`config.mk`:
```
export PLATFORM = sky130hd
export DESIGN_NAME = mux2_rr_arbiter_4bit_flat
export DESIGN_NICKNAME = d
export VERILOG_FILES = /design/src/rtl/mux2_rr_arbiter_4bit_pkg.sv /design/src/rtl/mux2_rr_arbiter_4bit_if.sv /design/src/rtl/mux2_rr_arbiter_4bit_mux2by1.sv /design/src/rtl/mux2_rr_arbiter_4bit.sv /design/src/flat_wrapper.sv
export SDC_FILE = /design/constraint.sdc
export NUM_CORES = 1
export LEC_CHECK = 0
export CORE_AREA = 2 2 39 41
export CTS_BUF_LIST = sky130_fd_sc_hd__clkbuf_4
export CTS_CLUSTER_DIAMETER = 80
export DETAILED_ROUTE_END_ITERATION = 10
export DIE_AREA = 0 0 41 43
export DONT_BUFFER_PORTS = 1
export PLACE_DENSITY = 0.59
export SLEW_MARGIN = 20
export SYNTH_ARGS = -nofsm -noshare
export SYNTH_HDL_FRONTEND = slang
export SYNTH_SLANG_ARGS = --single-unit
```
`constraint.sdc`:
```
create_clock -name clk -period 4.73 [get_ports clk]
set_input_delay 1.419 -clock clk [delete_from_list [all_inputs] [get_ports clk]]
set_output_delay 1.419 -clock clk [all_outputs]
set_load 0.03 [all_outputs]
```
`src/rtl/mux2_rr_arbiter_4bit_pkg.sv`:
```
// -----------------------------------------------------------------------------
// mux2_rr_arbiter_4bit_pkg
// Shared definitions for the two-requester round-robin arbiter:
//   SRC_0 / SRC_1   : source encodings, also used as the mux select value
//   cnt_width()     : width of the burst counter, which must hold 0..BURST
// -----------------------------------------------------------------------------
package mux2_rr_arbiter_4bit_pkg;

    localparam logic SRC_0 = 1'b0;
    localparam logic SRC_1 = 1'b1;

    // The counter saturates at BURST, so it needs to represent BURST itself.
    function automatic int cnt_width(input int burst);
        return (burst < 1) ? 1 : $clog2(burst + 1);
    endfunction

endpackage

```
`src/rtl/mux2_rr_arbiter_4bit_if.sv`:
```
// -----------------------------------------------------------------------------
// mux2_rr_arbiter_4bit_if
// Bundles the two requester valid/ready/data channels and the output
// valid/ready/data/src channel of the arbiter.
//   master : the environment side (producers and the downstream consumer)
//   slave  : the arbiter side
// -----------------------------------------------------------------------------
interface mux2_rr_arbiter_4bit_if;

    logic       req0_valid;
    logic [3:0] req0_data;
    logic       req0_ready;

    logic       req1_valid;
    logic [3:0] req1_data;
    logic       req1_ready;

    logic       out_valid;
    logic [3:0] out_data;
    logic       out_src;
    logic       out_ready;

    modport master (
        output req0_valid,
        output req0_data,
        input  req0_ready,
        output req1_valid,
        output req1_data,
        input  req1_ready,
        input  out_valid,
        input  out_data,
        input  out_src,
        output out_ready
    );

    modport slave (
        input  req0_valid,
        input  req0_data,
        output req0_ready,
        input  req1_valid,
        input  req1_data,
        output req1_ready,
        output out_valid,
        output out_data,
        output out_src,
        input  out_ready
    );

endinterface

```
`src/rtl/mux2_rr_arbiter_4bit_mux2by1.sv`:
```
// -----------------------------------------------------------------------------
// mux2by1_4bit
// Plain 4-bit 2:1 multiplexer.
//   op : select, 0 picks a, 1 picks b
//   a  : word from requester 0
//   b  : word from requester 1
//   y  : selected word
// -----------------------------------------------------------------------------
module mux2by1_4bit (
    input  logic       op,
    input  logic [3:0] a,
    input  logic [3:0] b,
    output logic [3:0] y
);

    assign y = op ? b : a;

endmodule

```
`src/rtl/mux2_rr_arbiter_4bit.sv`:
```
// -----------------------------------------------------------------------------
// mux2_rr_arbiter_4bit
// Burst-limited round-robin arbiter between two valid/ready producers feeding a
// single registered valid/ready output stage. The winning requester drives the
// select of a mux2by1_4bit; the selected word is captured with its source id.
//   BURST : max consecutive grants to one requester under contention (1..15)
//   clk   : rising-edge clock
//   rst_n : asynchronous active-low reset
//   bus   : slave side of mux2_rr_arbiter_4bit_if (both requesters + output)
// -----------------------------------------------------------------------------
module mux2_rr_arbiter_4bit
    import mux2_rr_arbiter_4bit_pkg::*;
#(
    parameter int BURST = 2
) (
    input  logic                   clk,
    input  logic                   rst_n,
    mux2_rr_arbiter_4bit_if.slave  bus
);

    localparam int             CW        = cnt_width(BURST);
    localparam logic [CW-1:0]  BURST_CNT = CW'(BURST);
    localparam logic [CW-1:0]  ONE_CNT   = CW'(1);

    // Priority state: cur is the requester that owns the current burst and
    // cnt is how many grants it has taken in a row.
    logic          cur;
    logic [CW-1:0] cnt;

    // Output register stage.
    logic          out_valid_q;
    logic [3:0]    out_data_q;
    logic          out_src_q;

    logic          load;
    logic          gnt_valid;
    logic          gnt;
    logic          accept;
    logic [3:0]    mux_y;

    // Grant selection. The burst counter only matters when both requesters
    // are present; a lone requester always wins regardless of cnt.
    always_comb begin
        load      = !out_valid_q || bus.out_ready;
        gnt_valid = 1'b0;
        gnt       = SRC_0;
        if (bus.req0_valid && bus.req1_valid) begin
            gnt_valid = 1'b1;
            gnt       = (cnt < BURST_CNT) ? cur : ~cur;
        end else if (bus.req0_valid) begin
            gnt_valid = 1'b1;
            gnt       = SRC_0;
        end else if (bus.req1_valid) begin
            gnt_valid = 1'b1;
            gnt       = SRC_1;
        end
    end

    // rst_n gates the readies so nothing is acknowledged while the block is
    // held in reset, even though load would otherwise be high.
    assign accept         = load && gnt_valid && rst_n;
    assign bus.req0_ready = accept && (gnt == SRC_0);
    assign bus.req1_ready = accept && (gnt == SRC_1);

    mux2by1_4bit u_mux (
        .op (gnt),
        .a  (bus.req0_data),
        .b  (bus.req1_data),
        .y  (mux_y)
    );

    // Output register and priority state. Everything freezes while the held
    // word is not being drained; a drain and a new load share the same edge.
    always_ff @(posedge clk or negedge rst_n) begin
        if (!rst_n) begin
            out_valid_q <= 1'b0;
            out_data_q  <= 4'h0;
            out_src_q   <= SRC_0;
            cur         <= SRC_1;
            cnt         <= BURST_CNT;
        end else if (load) begin
            out_valid_q <= gnt_valid;
            if (gnt_valid) begin
                out_data_q <= mux_y;
                out_src_q  <= gnt;
                if (gnt == cur) begin
                    if (cnt < BURST_CNT) begin
                        cnt <= cnt + ONE_CNT;
                    end
                end else begin
                    cur <= gnt;
                    cnt <= ONE_CNT;
                end
            end
        end
    end

    assign bus.out_valid = out_valid_q;
    assign bus.out_data  = out_data_q;
    assign bus.out_src   = out_src_q;

endmodule
```
`src/flat_wrapper.sv`:
```
// flat-port wrapper written by rule: the top's interface ports become plain ports
module mux2_rr_arbiter_4bit_flat import mux2_rr_arbiter_4bit_pkg::*;
#(
    parameter int BURST = 2
)
  (clk, rst_n, bus_req0_valid, bus_req0_data, bus_req0_ready, bus_req1_valid, bus_req1_data, bus_req1_ready, bus_out_valid, bus_out_data, bus_out_src, bus_out_ready);
  mux2_rr_arbiter_4bit_if bus_i ();
  input  logic clk;
  input  logic rst_n;
  input wire logic [$bits(bus_i.req0_valid)-1:0] bus_req0_valid;
  input wire logic [$bits(bus_i.req0_data)-1:0] bus_req0_data;
  output wire logic [$bits(bus_i.req0_ready)-1:0] bus_req0_ready;
  input wire logic [$bits(bus_i.req1_valid)-1:0] bus_req1_valid;
  input wire logic [$bits(bus_i.req1_data)-1:0] bus_req1_data;
  output wire logic [$bits(bus_i.req1_ready)-1:0] bus_req1_ready;
  output wire logic [$bits(bus_i.out_valid)-1:0] bus_out_valid;
  output wire logic [$bits(bus_i.out_data)-1:0] bus_out_data;
  output wire logic [$bits(bus_i.out_src)-1:0] bus_out_src;
  input wire logic [$bits(bus_i.out_ready)-1:0] bus_out_ready;
  assign bus_i.req0_valid = bus_req0_valid;
  assign bus_i.req0_data = bus_req0_data;
  assign bus_req0_ready = bus_i.req0_ready;
  assign bus_i.req1_valid = bus_req1_valid;
  assign bus_i.req1_data = bus_req1_data;
  assign bus_req1_ready = bus_i.req1_ready;
  assign bus_out_valid = bus_i.out_valid;
  assign bus_out_data = bus_i.out_data;
  assign bus_out_src = bus_i.out_src;
  assign bus_i.out_ready = bus_out_ready;
  mux2_rr_arbiter_4bit #(.BURST(BURST)) u_core (.clk(clk), .rst_n(rst_n), .bus(bus_i));
endmodule
```
# == Word-level counts from Yosys, hierarchy flattened ==
# Index checks and enable logic that the tools add are counted.
# classes
n_reduce_logical,10
shifts,0
n_lt_le_gt_ge,1
bitwise_logic,3
n_addsub,1
n_mux,9
div,0
eq_ne,2
mul,0
# op_table
cell,count
two-way mux 1 bit,6
AND reduction 3 bit,2
logical AND 1 bit,5
two-way mux 2 bit,2
two-way mux 4 bit,1
inverter 1 bit,3
adder 2 x 1 -> 2 bit (second input constant),1
less-than comparator 2 bit (second input constant),1
inequality test 2 bit (second input constant),1
AND reduction 2 bit,1
== test 1 bit,1
zero test 1 bit,1
logical OR 1 bit,1
# totals
ff_bits,9
mem_bits_ro,0
wordCells,31
mem_bits_rw,0
latchBits,0
memories,0
in_bits,13

# == Longest topological paths before layout ==
# depth
word_depth,6
depth_mapped,5
mapped_depth_nobuf,4

# == Modules after synthesis ==
# A second synthesis with hierarchy kept.
# hier_totals
cells_unflattened,51
area_unflattened_um2,569.3
# by_module_without_submodules
mod,seq_area_each_um2,area_each_um2,n_inst,cells_each
mux2_rr_arbiter_4bit,227.7,524.3,1,47
mux2by1_4bit,0.0,45.0,1,4

# == Worst setup path before layout ==
# No wires, ideal clock.
# synth_path
path_type,input port to output port
startpoint,input bus_out_ready
endpoint,output bus_req0_ready
t_required_ns,3.311
arrival_ns,2.102
slack_ns,1.209
cell_stages,4
cell_sequence,or2b_4 nand2_2 a21oi_2 and2_1
# synth_between
elab_chain_cells,4
# synth_rtl
item,line_no,rtl
start: declaration,flat_wrapper.sv:19,input wire logic [$bits(bus_i.out_ready)-1:0] bus_out_ready;
logical OR 1 bit,mux2_rr_arbiter_4bit.sv:44,load = !out_valid_q || bus.out_ready;
logical AND 1 bit (2 in a row),mux2_rr_arbiter_4bit.sv:61,assign accept = load && gnt_valid && rst_n;
logical AND 1 bit,mux2_rr_arbiter_4bit.sv:62,assign bus.req0_ready = accept && (gnt == SRC_0);
end: declaration,flat_wrapper.sv:12,output wire logic [$bits(bus_i.req0_ready)-1:0] bus_req0_ready;
# No other way between the ends.

# == Final worst setup path ==
# Ends and elaborated chain as after synthesis.

==> out/results.ini <==
[status]
status=finished clean

[job]
maxCapViolCount=0

[final_layout]
final_nets=65
diodes=0
area_growth_pct=1.136
finish.utilization=0.4024
drive_above_1_share=0.2941
fillCellCount=141

[routing]
drt_first_pass_iters=2
wl_met1_um=449
drc=0
wire_per_inst_um=15.52
dr_wl_met3_um=80
vias=377
ant_nets=0
wl_mm=1.040
top_layer=met4
wl_met2_um=484
drt_iter0_markers=4
post_drt_via_cell_ratio=5.627

[synth]
netlist.area_leader.share=0.3182
synth.area.top_cells=dfrtp_1, dfstp_2, a221o_1
post_synth.cell_area_avg_um2=10.79
synth_seq_cells=9
synth_top_family_by_area=compound AO/OA/AOI/OAI gates
synth_xor_area_frac=0.02955
syn_area_um2=550.5
synth.distinct_cells=26
syn-num-nets=64
yosysWarnings=0
ys_seq_area_frac=0.4136
yosysTopAreaCell=dfrtp_1
synth_compound_area_frac=0.2409
syn-instance-count=51
yosys-mux-area-fraction=0.03636
synth-simple-area-share=0.1909
yosys.area_share.adder=0

[floorplanning]
rows=14
core_area_mm2=0.001384
ios=21
die_x_um=41
die-area_mm2=0.001763
die_height_um=43
initial_core_util=0.3978

[placement]
dp_hpwl_um=766.3
gp_congestion=0.7183
io_buffers=0

[worst_hold_path]
hold_depth=1
hold_class=reg2reg

[sta]
finalCritPeriodShare=0.7645
slew_violations=0
setup_violations=0
worst_pin_slew_ns=0.3201
timing.slew.headroom=0.7866
hold_violations=0
finalSetupTns_ns=0
max_freq_mhz=276.5
min_period_ns=3.616
rsz0062_at_grt=false
fin_worst_skew_ns=0.0001313

[power]
switching_power_uw=126.3
leakagePower_uw=0.0002329
seqPwrFrac=0.536
switching_share=0.4093
p_int_uw=182.3
p_comb_frac=0.261
pwr-share-clk=0.203
powerDensity_mw_per_mm2=554.3
peakVddDrop_mv=0.2916

[worst_setup_path]
slowest_stage=and2_1
end_kind=primary output
cp_cell_sequence=or2b_4 > nand2_2 > a21oi_2 > and2_1
path_class=in2out
worst-path-buf-inv=0
crit_fanout=7
rr_worst_depth=4
cp.arrival_ns=2.20
crit_cells=4
startpoint_type=primary input
critPathTopFamily=simple AND/OR/NAND/NOR gates
required_ns=3.31
slowest_delay_ns=0.35

[global_routing]
grt_max_degree=12
grt_pass1_wl_mm=1.766
grt_util_all_layers=0.1597
overflow=0
antenna_found_initial=0
first_global_vias=406

[clock_tree]
clockRootBuffer=clkbuf_4
h-tree-depth=1
clock_sinks=9
numCtsBuffers=3
cts.repair.resized=0
clk_path_buf_depth=2
clk_latency_ns=0.27
clk_transition_reported_paths_ns=0.07
ctsHoldBuffers=0
cts_tree=built
post_cts_buffers=0

-- placed cells by master (no fill, tap or decap) --
cell type,instances
nor2b_1,2
dfrtp_1,7
o21ai_0,2
and2b_4,3
nand2_2,1
a221o_1,4
inv_1,2
a21oi_1,4
clkbuf_4,3
nand2_1,2
or2b_4,1
a21oi_2,1
xor2_2,1
clkinv_2,1
a31oi_1,1
and2_1,2
nor2_1,2
nor2_2,1
mux2i_1,2
nand3_1,1
o31ai_1,2
nand2b_1,1
o211a_4,1
dfstp_2,2
a211oi_1,1
a21o_1,1
-- power groups by stage --
stage	logic [µW]	clock network, µW	registers, µW
CTS	81.6	63.7	166
detailed placement	81.2	0	166
floorplan	100	0	144
finish	80.6	62.6	165
global placement	79.0	0	166
global route	89.6	69.3	170
-- kinds of logic (layout without fill, tap and decap cells) --
group	Yosys count	after routing
buffers and inverters	6	6
AND/OR/NAND/NOR	16	16
AO/OA/AOI/OAI	17	17
flip-flops	9	9
XOR/XNOR	1	1
multiplexers	2	2
-- cell type report --
cell class                 count  area (µm²)  area share
clock buffer                   3       22.52     0.04045
tap                           16       20.02     0.03596
multi-input combinational     36       274.0      0.4921
inverter                       2       7.507     0.01348
clock inverter                 1       5.005    0.008989
sequential                     9       227.7      0.4090
-- state kept, by name (all words and copies together) (netlist names) --
| signal | cells |
|---|---|
| u_core.bus.out_valid | 1 |
| u_core.cnt | 2 |
| u_core.bus.out_data | 4 |
| u_core.cur | 1 |
| u_core.bus.out_src | 1 |
-- metal layers --
layer / global-route usage / up-vias
li1: - / 184
met1: 0.1812 / 170
met2: 0.2219 / 19
met3: 0.08901 / 4
met4: 0.1000 / 0
met5: 0 / -
-- cell usage after synthesis --
cell / number
dfstp_2: 2
o21ai_0: 2
and2_1: 2
nor2_2: 1
xor2_2: 1
a211oi_1: 1
dfrtp_1: 7
buf_4: 1
buf_6: 3
inv_1: 2
mux2i_1: 2
nor2_1: 2
a31oi_1: 1
nand2_1: 2
nand2b_1: 1
nand3_1: 1
a21oi_2: 1
nor2b_1: 2
o211a_4: 1
and2b_4: 3
o31ai_1: 2
a21o_1: 1
nand2_2: 1
a221o_1: 4
or2b_4: 1
a21oi_1: 4
-- per-stage QoR --
stage / hold WS [ns] / instance area, µm² / std cells / total power (µW) / setup slack (ns)
floorplan: 0.4530 / 550.5 / 51 / 244.6 / 1.209
global placement: 0.4882 / 529.3 / 63 / 245.2 / 1.137
detailed placement: 0.5089 / 529.3 / 63 / 247.5 / 1.118
CTS: 0.5172 / 556.8 / 67 / 311.2 / 1.111
global route: 0.5318 / 556.8 / 67 / 328.6 / 1.051
finish: 0.5150 / 556.8 / 67 / 308.6 / 1.114
-- final timing paths --
kind,startpoint,to,slack (ns)
setup / recovery,bus_out_ready,bus_req0_ready,1.11
hold / removal,u_core.cnt[0]$_DFFE_PN0P_,u_core.cnt[0]$_DFFE_PN0P_,0.51
setup reg to reg,u_core.bus.out_valid$_DFFE_PN0N_,u_core.bus.out_data[0]$_DFFE_PN0P_,3.22
hold reg to reg,u_core.cnt[0]$_DFFE_PN0P_,u_core.cnt[0]$_DFFE_PN0P_,0.51
max in group asynchronous,rst_n,u_core.cur$_DFFE_PN1P_,3.72
min in group asynchronous,rst_n,u_core.bus.out_data[0]$_DFFE_PN0P_,0.84
Note: power is estimated with default switching activity, not from simulation.
